File: src/rtl/hdmi_audio_pkg.sv
// Shared constants and source-select encodings for the HDMI audio sample scheduler.
package hdmi_audio_pkg;

  localparam int ACC_W = 32;

  typedef enum logic [1:0] {
    SRC_TONE   = 2'd0,
    SRC_STREAM = 2'd1,
    SRC_AUTO   = 2'd2
  } src_e;

  // The reserved encoding falls back to the test tone.
  function automatic src_e decode_src(input logic [1:0] sel);
    case (sel)
      2'd1:    return SRC_STREAM;
      2'd2:    return SRC_AUTO;
      default: return SRC_TONE;
    endcase
  endfunction

endpackage

File: src/rtl/hdmi_audio_fifo.sv
// Small synchronous FIFO for the external L/R stream; no fall-through, pop never frees a same-cycle push.
module hdmi_audio_fifo #(
  parameter int WIDTH = 32,
  parameter int DEPTH = 4
) (
  input  logic                     clk_pixel,
  input  logic                     reset,
  input  logic                     push,
  input  logic                     pop,
  input  logic [WIDTH-1:0]         din,
  output logic [WIDTH-1:0]         dout,
  output logic [$clog2(DEPTH):0]   level,
  output logic                     full,
  output logic                     empty
);

  localparam int AW = $clog2(DEPTH);

  logic [WIDTH-1:0] mem [DEPTH];
  logic [AW-1:0]    wptr;
  logic [AW-1:0]    rptr;
  logic [AW:0]      count;
  logic             do_push;
  logic             do_pop;

  assign full    = (count == (AW + 1)'(DEPTH));
  assign empty   = (count == '0);
  assign do_push = push && !full;
  assign do_pop  = pop && !empty;
  assign dout    = mem[rptr];
  assign level   = count;

  always_ff @(posedge clk_pixel or posedge reset) begin
    if (reset) begin
      wptr  <= '0;
      rptr  <= '0;
      count <= '0;
      for (int i = 0; i < DEPTH; i++) mem[i] <= '0;
    end else begin
      if (do_push) begin
        mem[wptr] <= din;
        wptr      <= wptr + 1'b1;
      end
      if (do_pop) rptr <= rptr + 1'b1;
      case ({do_push, do_pop})
        2'b10:   count <= count + 1'b1;
        2'b01:   count <= count - 1'b1;
        default: count <= count;
      endcase
    end
  end

endmodule

File: src/rtl/hdmi_audio_sample_scheduler.sv
// Paces audio samples into the HDMI core with a fractional accumulator and
// selects between a sawtooth test tone and a buffered external stream.
module hdmi_audio_sample_scheduler
  import hdmi_audio_pkg::*;
#(
  parameter int unsigned PIXEL_CLK_HZ = 25200000,
  parameter int unsigned AUDIO_RATE   = 48000,
  parameter int          BIT_WIDTH    = 16,
  parameter int          FIFO_DEPTH   = 4,
  parameter int unsigned TONE_STEP_L  = 8,
  parameter int unsigned TONE_STEP_R  = 32
) (
  input  logic                          clk_pixel,
  input  logic                          reset,
  input  logic                          enable,
  input  logic                          mute,
  input  logic [1:0]                    src_sel,
  input  logic                          s_valid,
  output logic                          s_ready,
  input  logic [BIT_WIDTH-1:0]          s_left,
  input  logic [BIT_WIDTH-1:0]          s_right,
  output logic                          sample_tick,
  output logic                          clk_audio,
  output logic [2*BIT_WIDTH-1:0]        audio_sample_word,
  output logic [$clog2(FIFO_DEPTH):0]   fifo_level,
  output logic [15:0]                   underrun_count
);

  localparam logic [ACC_W:0]       RATE_X = (ACC_W + 1)'(AUDIO_RATE);
  localparam logic [ACC_W:0]       PIX_X  = (ACC_W + 1)'(PIXEL_CLK_HZ);
  localparam logic [ACC_W-1:0]     HALF   = ACC_W'(PIXEL_CLK_HZ / 2);
  localparam logic [BIT_WIDTH-1:0] STEP_L = BIT_WIDTH'(TONE_STEP_L);
  localparam logic [BIT_WIDTH-1:0] STEP_R = BIT_WIDTH'(TONE_STEP_R);

  logic [ACC_W-1:0]       acc;
  logic [ACC_W-1:0]       acc_next;
  logic [ACC_W:0]         acc_sum;
  logic [ACC_W:0]         acc_wrap;
  logic                   tick;
  logic                   tick_d;
  logic                   clk_q;
  logic [BIT_WIDTH-1:0]   tone_l;
  logic [BIT_WIDTH-1:0]   tone_r;
  logic [BIT_WIDTH-1:0]   tone_l_next;
  logic [BIT_WIDTH-1:0]   tone_r_next;
  logic [2*BIT_WIDTH-1:0] word;
  logic [15:0]            underrun_q;
  src_e                   src;
  logic                   take_stream;
  logic                   take_tone;
  logic                   underrun;
  logic [2*BIT_WIDTH-1:0] fifo_dout;
  logic                   fifo_full;
  logic                   fifo_empty;

  always_comb begin
    acc_sum  = {1'b0, acc} + RATE_X;
    acc_wrap = acc_sum - PIX_X;
    tick     = enable && (acc_sum >= PIX_X);
    acc_next = acc_sum[ACC_W-1:0];
    if (!enable)  acc_next = '0;
    else if (tick) acc_next = acc_wrap[ACC_W-1:0];
  end

  // src_sel is only acted on in the tick cycle, so it needs no extra capture register.
  always_comb begin
    src         = decode_src(src_sel);
    take_stream = tick && (src != SRC_TONE) && !fifo_empty;
    take_tone   = tick && ((src == SRC_TONE) || ((src == SRC_AUTO) && fifo_empty));
    underrun    = tick && (src == SRC_STREAM) && fifo_empty;
    tone_l_next = tone_l + STEP_L;
    tone_r_next = tone_r - STEP_R;
  end

  always_ff @(posedge clk_pixel or posedge reset) begin
    if (reset) begin
      acc        <= '0;
      tick_d     <= 1'b0;
      clk_q      <= 1'b0;
      tone_l     <= '0;
      tone_r     <= '0;
      word       <= '0;
      underrun_q <= '0;
    end else begin
      acc    <= acc_next;
      tick_d <= tick;
      if (take_tone) begin
        tone_l <= tone_l_next;
        tone_r <= tone_r_next;
      end
      if (tick) begin
        if (mute)             word <= '0;
        else if (take_stream) word <= fifo_dout;
        else if (take_tone)   word <= {tone_l_next, tone_r_next};
        else                  word <= '0;
      end
      if (underrun && (underrun_q != 16'hFFFF)) underrun_q <= underrun_q + 16'd1;
      // Rise one cycle after the word lands; fall once the accumulator passes mid-period.
      if (!enable)                          clk_q <= 1'b0;
      else if (tick_d)                      clk_q <= 1'b1;
      else if (clk_q && (acc_next >= HALF)) clk_q <= 1'b0;
    end
  end

  hdmi_audio_fifo #(
    .WIDTH (2 * BIT_WIDTH),
    .DEPTH (FIFO_DEPTH)
  ) u_fifo (
    .clk_pixel (clk_pixel),
    .reset     (reset),
    .push      (s_valid),
    .pop       (take_stream),
    .din       ({s_left, s_right}),
    .dout      (fifo_dout),
    .level     (fifo_level),
    .full      (fifo_full),
    .empty     (fifo_empty)
  );

  assign s_ready           = !fifo_full;
  assign sample_tick       = tick;
  assign clk_audio         = clk_q;
  assign audio_sample_word = word;
  assign underrun_count    = underrun_q;

endmodule

File: config.mk
export PLATFORM = sky130hd
export DESIGN_NAME = hdmi_audio_sample_scheduler
export DESIGN_NICKNAME = d
export VERILOG_FILES = /design/src/rtl/hdmi_audio_pkg.sv /design/src/rtl/hdmi_audio_fifo.sv /design/src/rtl/hdmi_audio_sample_scheduler.sv
export SDC_FILE = /design/constraint.sdc
export NUM_CORES = 1
export LEC_CHECK = 0
export ABC_AREA = 1
export BUFFER_PORTS_ARGS = -buffer_cell sky130_fd_sc_hd__buf_4
export CAP_MARGIN = 20
export CORE_MARGIN = 2
export CORE_UTILIZATION = 61
export DETAILED_ROUTE_END_ITERATION = 7
export PLACE_DENSITY = 0.92
export SLEW_MARGIN = 15
export SYNTH_ARGS = -nofsm -noshare
export SYNTH_HDL_FRONTEND = slang
export SYNTH_SLANG_ARGS = --single-unit
File: constraint.sdc
create_clock -name clk_pixel -period 8.89 [get_ports clk_pixel]
set_clock_uncertainty 0.05 [all_clocks]
set_input_delay 0.889 -clock clk_pixel [delete_from_list [all_inputs] [get_ports clk_pixel]]
set_output_delay 0.889 -clock clk_pixel [all_outputs]
set_load 0.02 [all_outputs]
==> results.cfg, run 1 <==
[setup_path]
r2r_slack_ps = 3630
required_ps = 9250
crit_slowest_cell = inv_2
cp-start-kind = flop
worstSetupEndpointType = flop
critPathKind = flop to flop
cp.arrival_ps = 5630
path_common_cell = nand2_1
path_delay_family = simple AND/OR/NAND/NOR gates
crit_buf_inv = 4
cp_max_fo = 40
max_stage_delay_ps = 510

[die]
dieArea_um2 = 21800
initial_utilization = 0.622
die_y_um = 148
core_um2 = 20200
row_count = 52
boundaryPins = 93
die_w_um = 148

[placement]
hpwl_um = 21200
place.port_buffers = 92
place.gp.congestion = 0.900
dp_worst_setup_slack_ps = 3730

[global_route]
antenna_found_initial = 0
grt_use_total = 0.303
grt_max_degree = 102
grt_pass1_vias = 10900
gr-total-overflow = 0
grt_pass1_wl_um = 53900

[cells_and_area]
area_delta_synth_final_pct = 13.9
mostFrequentLayoutCells = nand2_1, dfrtp_1, inv_1
utilization = 0.709
diodes = 0
drive_above_1_share = 0.174
nets = 1640
layout_commonest_cell = nand2_1

[detailed_routing]
dr.pass1.iters = 6
wl_met3_um = 2760
ant_nets = 0
route.detailed.drc = 0
route.met2.wl_um = 16500
vias_per_cell = 5.94
drt-total-wl_um = 33200
routedWlPerCell_um = 17.7
drt-met1-wl_um = 12800
dr.first_iter.drc_count = 1293
top_layer_used = met4
vias = 11100

[clock_tree]
cts_resized = 0
cts_sinks = 241
clk_pin_slew_ps = 60
clockBufferDepth = 3
cts_hold_buf = 0
numCtsBuffers = 25
ctsHtreeMaxLevel = 1
cts_tree = built
root_buffer = clkbuf_16
worstSkewPairLatency_ps = 530
post_cts_buffers = 0

[power]
power.density_nw_per_um2 = 372
ir_drop_v = 0.000213
power_leakage_nw = 7.10
p_total_mw = 5.33

[synthesis]
synth_cell_type_count = 45
synth_edf_count = 0
synth_top_flop_cell = dfrtp_1
synth-async-reset-ratio = 1.00
synth_area_per_cell_um2 = 8.29
synth_nets = 1571
ys_seq_area_frac = 0.479
synthesis.instances = 1519
synth_warnings = 0
ys_ff_latch = 241
syn_area_um2 = 12600

[sta]
setup-violations-final = 0
slew_viol_final = 0
fin_setup_tns_ps = 0
whs_ps = 422
fin_crit_ps = 5260
min_period_over_period = 0.592
slew-limit-headroom = 0.265
finalHoldViolations = 0
worst_slack_ps = 3630
worst_pin_slew_ps = 1100
fmax_mhz = 190
rsz0062_at_grt = false

[hold_path]
hold_class = flop to flop

[run_status]
status = completed

[flow_run]
cap_viol_max_count = 0
## stage by stage
| step | cell area (um^2) | instances |
|---|---|---|
| after floorplan | 12600 | 1519 |
| after global placement | 13400 | 1830 |
| after detailed placement | 13400 | 1830 |
| after CTS | 14300 | 1874 |
| after global routing | 14300 | 1875 |
| final | 14300 | 1875 |
## final timing paths
path / startpoint / endpoint / depth (start not counted)
setup / recovery: acc[7] / u_fifo.level[2] / 25
hold / removal: acc[0] / acc[0] / 2
setup reg to reg: acc[7] / u_fifo.level[2] / 25
hold reg to reg: acc[0] / acc[0] / 2
max in group asynchronous: reset / audio_sample_word[13] / 4
min in group asynchronous: reset / u_fifo.mem[96] / 2
## cells by family (layout without fill, tap and decap cells)
kind of cell	after synthesis	count (layout)	share of synthesized area
and+or+nand+nor	608	608	0.216
AOI/OAI and AO/OA	288	288	0.125
buffers and inverters	272	358	0.0856
DFF	241	241	0.479
muxes	64	64	0.0573
xor gates and xnor gates	33	33	0.0230
adders and majority gates	13	13	0.0135
## layout make-up
type | instances | area [um^2]
Clock inverter | 13 | 176
Tap cell | 270 | 338
Timing Repair Buffer | 101 | 778
Fill cell | 1400 | 5890
Inverter | 213 | 812
Clock buffer | 31 | 698
Multi-Input combinational cell | 1006 | 5510
Sequential cell | 241 | 6030
## layer usage
layer | vias to the layer above | track usage
li1 | 5093 | -
met1 | 5353 | 0.390
met2 | 564 | 0.520
met3 | 120 | 0.0475
met4 | 0 | 0.118
met5 | - | 0
## report_power, final
part | switching (mW) | total [mW] | internal [mW]
combinational | 1.50 | 2.33 | 0.824
sequential | 0.323 | 1.89 | 1.57
clock | 0.445 | 1.12 | 0.672
total | 2.27 | 5.33 | 3.06
## cells in the mapped netlist, types with 2 or more instances
cell      number  area (um^2)
dfrtp_1      241         6030
buf_6          3         33.8
nor3_1         9         45.0
xnor2_1       10         87.6
nand2_4        4         45.0
ha_1          12          150
o21ai_0      176          881
xor2_1        23          201
clkbuf_1      43          161
buf_1          2         7.51
a32o_1        21          210
nand3_2        6         60.1
buf_2          5         25.0
nor2_4         4         45.0
o21ai_1        3         15.0
or2_2          5         31.3
nand4_1       15         93.8
inv_2         20         75.1
nand2_2        8         50.1
a21oi_1       80          400
nand3b_1       7         52.6
nor2_1        81          304
inv_1        191          717
mux2_2        64          721
nand3_1      120          601
nor4_1         5         31.3
nor2_2        12         75.1
buf_4          5         37.5
o41ai_1        3         26.3
nand2_1      326         1220
## worst reg2reg max path, stage by stage, from the launching register on
cell	delay (ps)
dfrtp_1	410
inv_2	90
ha_1	230
nand2_1	100
nand2_1	110
nand2_1	120
nand3_1	110
nand2_2	130
nand2_1	60
nand2_1	140
nand2_1	130
nor2_1	160
nand2_1	60
nor2_1	80
nand2_1	100
nand3_2	450
nand2_4	430
inv_6	260
nand2_2	310
inv_2	510
ha_1	240
inv_1	70
fa_1	370
a21oi_1	150
o21ai_0	130
xnor2_1	140
## sequential cells by signal, summed over array words and instances (netlist names)
register           count
tone_r                11
u_fifo.level           3
audio_sample_word     32
acc                   32
tone_l                13
u_fifo.wptr            2
u_fifo.mem           128
u_fifo.rptr            2
clk_audio              1
tick_d                 1
underrun_count        16
No activity file was read; power rests on OpenSTA's default activity.
==> inputs of run 2 (changes only) <==
- ABC_AREA: 1 -> 0
- CORE_UTILIZATION: 61 -> 55
- PLACE_DENSITY: 0.92 -> 0.88
- clock period: 8.89 -> 4.3 ns (I/O delays scaled with it)
==> results.cfg, run 2 <==
[setup_path]
critPathKind = flop to output pin
required_ps = 3820
path_common_cell = buf_4
cp_max_fo = 19
cp.arrival_ps = 3720
r2r.worst_path.cells = 14
crit_slowest_cell = dfrtp_1
cp-start-kind = flop
worstSetupEndpointType = output pin
max_stage_delay_ps = 490
crit_chain = o311a_4 > or3_1 > buf_4 > a211oi_4 > nor4_4 > a21o_1 > o21ai_4 > buf_6 > inv_1 > buf_4

[global_route]
antenna_found_initial = 0
gr-total-overflow = 0
grt_max_degree = 84
grt_pass1_vias = 9317
grt_pass1_wl_um = 49200
grt_use_total = 0.259

[cells_and_area]
largest_reg_flops = 128
instances_no_fill = 1429
design_area_um2 = 14300
layout_commonest_cell = dfrtp_1
regMostFlops = u_fifo.mem
area_delta_synth_final_pct = 17.6
drive_above_1_share = 0.332
nets = 1184
mostFrequentLayoutCells = dfrtp_1, mux2_2, buf_4
utilization = 0.658
diodes = 0

[die]
dieArea_um2 = 23300
initial_utilization = 0.560
die_y_um = 153
die_w_um = 153
row_count = 54
core_um2 = 21800
boundaryPins = 93

[placement]
place.port_buffers = 92
place.gp.congestion = 0.922
dp_cells = 1381
placement.cell_area_um2 = 13300
hpwl_um = 20300
dp_worst_setup_slack_ps = 28.6

[sta]
fin_crit_ps = 4200
worst_slack_ps = 104
slew_viol_final = 0
fmax_mhz = 238
slew-limit-headroom = 0.395
setup-violations-final = 0
whs_ps = 92.3
rsz0062_at_grt = false
worst_pin_slew_ps = 908
fin_setup_tns_ps = 0
finalHoldViolations = 0
min_period_over_period = 0.976

[detailed_routing]
routedWlPerCell_um = 21.1
vias = 8874
dr.first_iter.drc_count = 684
dr.pass1.iters = 5
vias_per_cell = 6.21
route.detailed.drc = 0
drt-total-wl_um = 30200
ant_nets = 0

[synthesis]
synthesis.instances = 1024
ys_ff_latch = 241
synth_nets = 1076
synth_top_area_cell = dfrtp_1
ys_seq_area_frac = 0.495
synth_top_flop_cell = dfrtp_1
synth_top_area_share = 0.495
yosys-top-cells-area = dfrtp_1, mux2_2, mux4_2
synth_area_per_cell_um2 = 11.9
synth_warnings = 0
synth_edf_count = 0
synth-async-reset-ratio = 1.00
synth_cell_type_count = 80
synth_common_cells = dfrtp_1, mux2_2, nand2_1
yosysMostFrequentCell = dfrtp_1
syn_area_um2 = 12200

[clock_tree]
root_buffer = clkbuf_16
ctsHtreeMaxLevel = 1
clk_pin_slew_ps = 60
cts_sinks = 241
cts_tree = built
worstSkewPairLatency_ps = 540
numCtsBuffers = 25
clockBufferDepth = 3

[hold_path]
hold_class = input port to flop
holdPathStages = 2

[power]
ir_drop_v = 0.000469
p_total_mw = 11.6
power_leakage_nw = 6.36
power.density_nw_per_um2 = 807

[flow_run]
cap_viol_max_count = 0

[run_status]
status = completed
## run 2: worst paths after layout
| check | start | to | slack [ps] |
|---|---|---|---|
| max | acc[9] | sample_tick | 100 |
| min | s_right[3] | u_fifo.mem[35] | 90 |
| max reg2reg | acc[9] | clk_audio | 150 |
| min reg2reg | audio_sample_word[25] | audio_sample_word[25] | 430 |
| max in group asynchronous | reset | audio_sample_word[24] | 2760 |
| min in group asynchronous | reset | acc[4] | 430 |
## run 2: what timing repair did
item,in CTS,in global routing
endpoints found under the setup margin,3,50
buffers inserted,1,1
hold endpoints to repair,0,14
hold buffers,0,1
resized for setup,6,11
pin swaps,2,2
## run 2: critical path: cells and delay by family (launching register included)
family          cells  cell delay [ps]
compound gates      4             1390
simple gates        2              540
flops               1              490
buf+inv             4              740
## run 2: power by group
| group | total, mW | switching [mW] | internal (mW) |
|---|---|---|---|
| Combinational | 5.23 | 2.69 | 2.54 |
| Sequential | 4.10 | 0.853 | 3.25 |
| Clock | 2.22 | 0.913 | 1.31 |
## run 2: cell type report
| class | instances | area (um^2) |
|---|---|---|
| fill | 1517 | 7430 |
| tap | 280 | 350 |
| inverter | 18 | 71.3 |
| sequential | 241 | 6030 |
| timing repair buffer | 133 | 1060 |
| clock buffer | 35 | 733 |
| multi-input combinational | 713 | 5960 |
| clock inverter | 9 | 113 |
## run 2: cell families after synthesis
family	synth area share
AND/OR/NAND/NOR	0.122
XOR/XNOR	0.0669
multiplexers	0.185
buffers and inverters	0.0261
AO/OA/AOI/OAI	0.0908
flip-flops	0.495
adder cells (fa/ha/maj)	0.0140
## run 2: metal layers
metal / part of all wire / vias to the layer above / wire [um] / global-route usage
met4: 0.041 / 0 / 1250 / 0.105
met2: 0.49 / 371 / 14800 / 0.430
met1: 0.40 / 4497 / 12000 / 0.336
met5: 0 / - / 0 / 0
met3: 0.070 / 102 / 2100 / 0.0518
li1: - / 3904 / - / -
==> inputs of run 3 (changes only) <==
--- a/constraint.sdc
+++ b/constraint.sdc
@@ -4,2 +4,2 @@
 set_output_delay 0.43 -clock clk_pixel [all_outputs]
-set_load 0.02 [all_outputs]
+set_load 0.005 [all_outputs]
==> results.cfg, run 3 (synthesis results as in run 2) <==
[die]
initial_utilization = 0.560
row_count = 54
dieArea_um2 = 23300
core_um2 = 21800
die_y_um = 153
die_w_um = 153
boundaryPins = 93

[setup_path]
reg2reg_from = acc[8]
startpoint = acc[9]
critPathKind = flop to output pin
cp-start-kind = flop
worstSetupEndpointType = output pin
cp_max_fo = 10
cp.arrival_ps = 3690
required_ps = 3820

[placement]
dp_worst_setup_slack_ps = -8.18
place.gp.congestion = 0.955
place.port_buffers = 92
hpwl_um = 19700

[clock_tree]
clockBufferDepth = 3
clk_pin_slew_ps = 60
root_buffer = clkbuf_16
numCtsBuffers = 25
ctsHtreeMaxLevel = 1
cts_tree = built
cts_sinks = 241
worstSkewPairLatency_ps = 550

[global_route]
grt_pass1_wl_um = 50000
gr-total-overflow = 0
antenna_found_initial = 0
grt_pass1_vias = 9208
grt_use_total = 0.264
grt_max_degree = 202

[detailed_routing]
drt-total-wl_um = 30600
vias = 8960
ant_nets = 0
route.detailed.drc = 0
routedWlPerCell_um = 21.3
vias_per_cell = 6.24
dr.pass1.iters = 6
dr.first_iter.drc_count = 822

[sta]
min_period_over_period = 0.971
rsz0062_at_grt = true
slew_viol_final = 0
worst_slack_ps = 127
setup-violations-final = 0
fmax_mhz = 240
slew-limit-headroom = 0.394
fin_crit_ps = 4170
finalHoldViolations = 0
worst_pin_slew_ps = 902

[power]
p_total_mw = 11.3
ir_drop_v = 0.000453
power_leakage_nw = 6.36
power.density_nw_per_um2 = 791

[cells_and_area]
layout_commonest_cell = dfrtp_1
nets = 1189
mostFrequentLayoutCells = dfrtp_1, buf_4, mux2_2
diodes = 0
drive_above_1_share = 0.332
largest_reg_flops = 128
regMostFlops = u_fifo.mem
area_delta_synth_final_pct = 17.3

[hold_path]
min_from = s_right[0]
hold_class = input port to flop

[run_status]
status = completed

[flow_run]
cap_viol_max_count = 0
-- run 3: cell count changes in the layout (fill, tap and decap cells not counted), sizes merged --
cell    delta
buf        +5
clkbuf     -3
clkinv     +3
inv        +1
-- run 3: timing repair --
action,CTS,global route
endpoints found under the hold margin,0,49
hold buffers,0,1
gates resized for setup,2,9
setup buffers,0,3
endpoints found under the setup margin,7,52
gates cloned,0,0
pin swaps,1,4
-- run 3: routing by layer --
| layer | vias to the layer above | GRT usage | wire, um | part of all wire |
|---|---|---|---|---|
| met5 | - | 0 | 0 | 0 |
| met4 | 0 | 0.0930 | 920 | 0.030 |
| met3 | 88 | 0.0472 | 1950 | 0.064 |
| met2 | 397 | 0.438 | 15400 | 0.50 |
| met1 | 4563 | 0.352 | 12300 | 0.40 |
| li1 | 3912 | - | - | - |
-- run 3: where the power goes --
| part | leakage, nW | switching, mW | internal, mW |
|---|---|---|---|
| clock | 0.409 | 0.941 | 1.25 |
| sequential | 3.01 | 0.842 | 3.24 |
| combinational | 2.94 | 2.50 | 2.51 |
-- run 3: area by class of cell --
class                   instances  area [um^2]
well taps                     280          350
fillers                      1529         7470
repair buffers                138         1080
clock buffers                  32          682
clock inverters                13          140
multi-input cells             713         5930
inverters                      18         71.3
flip-flops and latches        241         6030
-- run 3: through the flow --
stage / setup TNS, ps / hold slack (ps) / instance area, um^2 / util / std cells
finish: 0 / 86.5 / 14300 / 0.657 / 1435
detailed placement: -8.18 / 418 / 13300 / 0.614 / 1385
floorplan: 0 / 389 / 12200 / - / 1024
global route: -380 / 87.0 / 14300 / 0.657 / 1435
global placement: 0 / 405 / 13300 / 0.613 / 1384
CTS: 0 / 43.2 / 14200 / 0.652 / 1430
-- run 3: critical path, stage by stage (launching register included) --
cell       delay (ps)
dfrtp_2           470
o311a_4           430
or3_1             410
a2111oi_4         370
a211oi_2          150
o41ai_4           510
nand3_2           160
o21ai_4           220
buf_4             210
inv_1              70
buf_4             130
-- run 3: final timing paths --
path / endpoint / slack, ps / cells past startpoint
setup reg to reg: u_fifo.level[2] / 220 / 17
max in group asynchronous: u_fifo.rptr[0] / 2670 / 5
hold / removal: u_fifo.mem[0] / 90 / 2
setup / recovery: sample_tick / 130 / 10
min in group asynchronous: acc[0] / 460 / 4
hold reg to reg: audio_sample_word[24] / 430 / 2
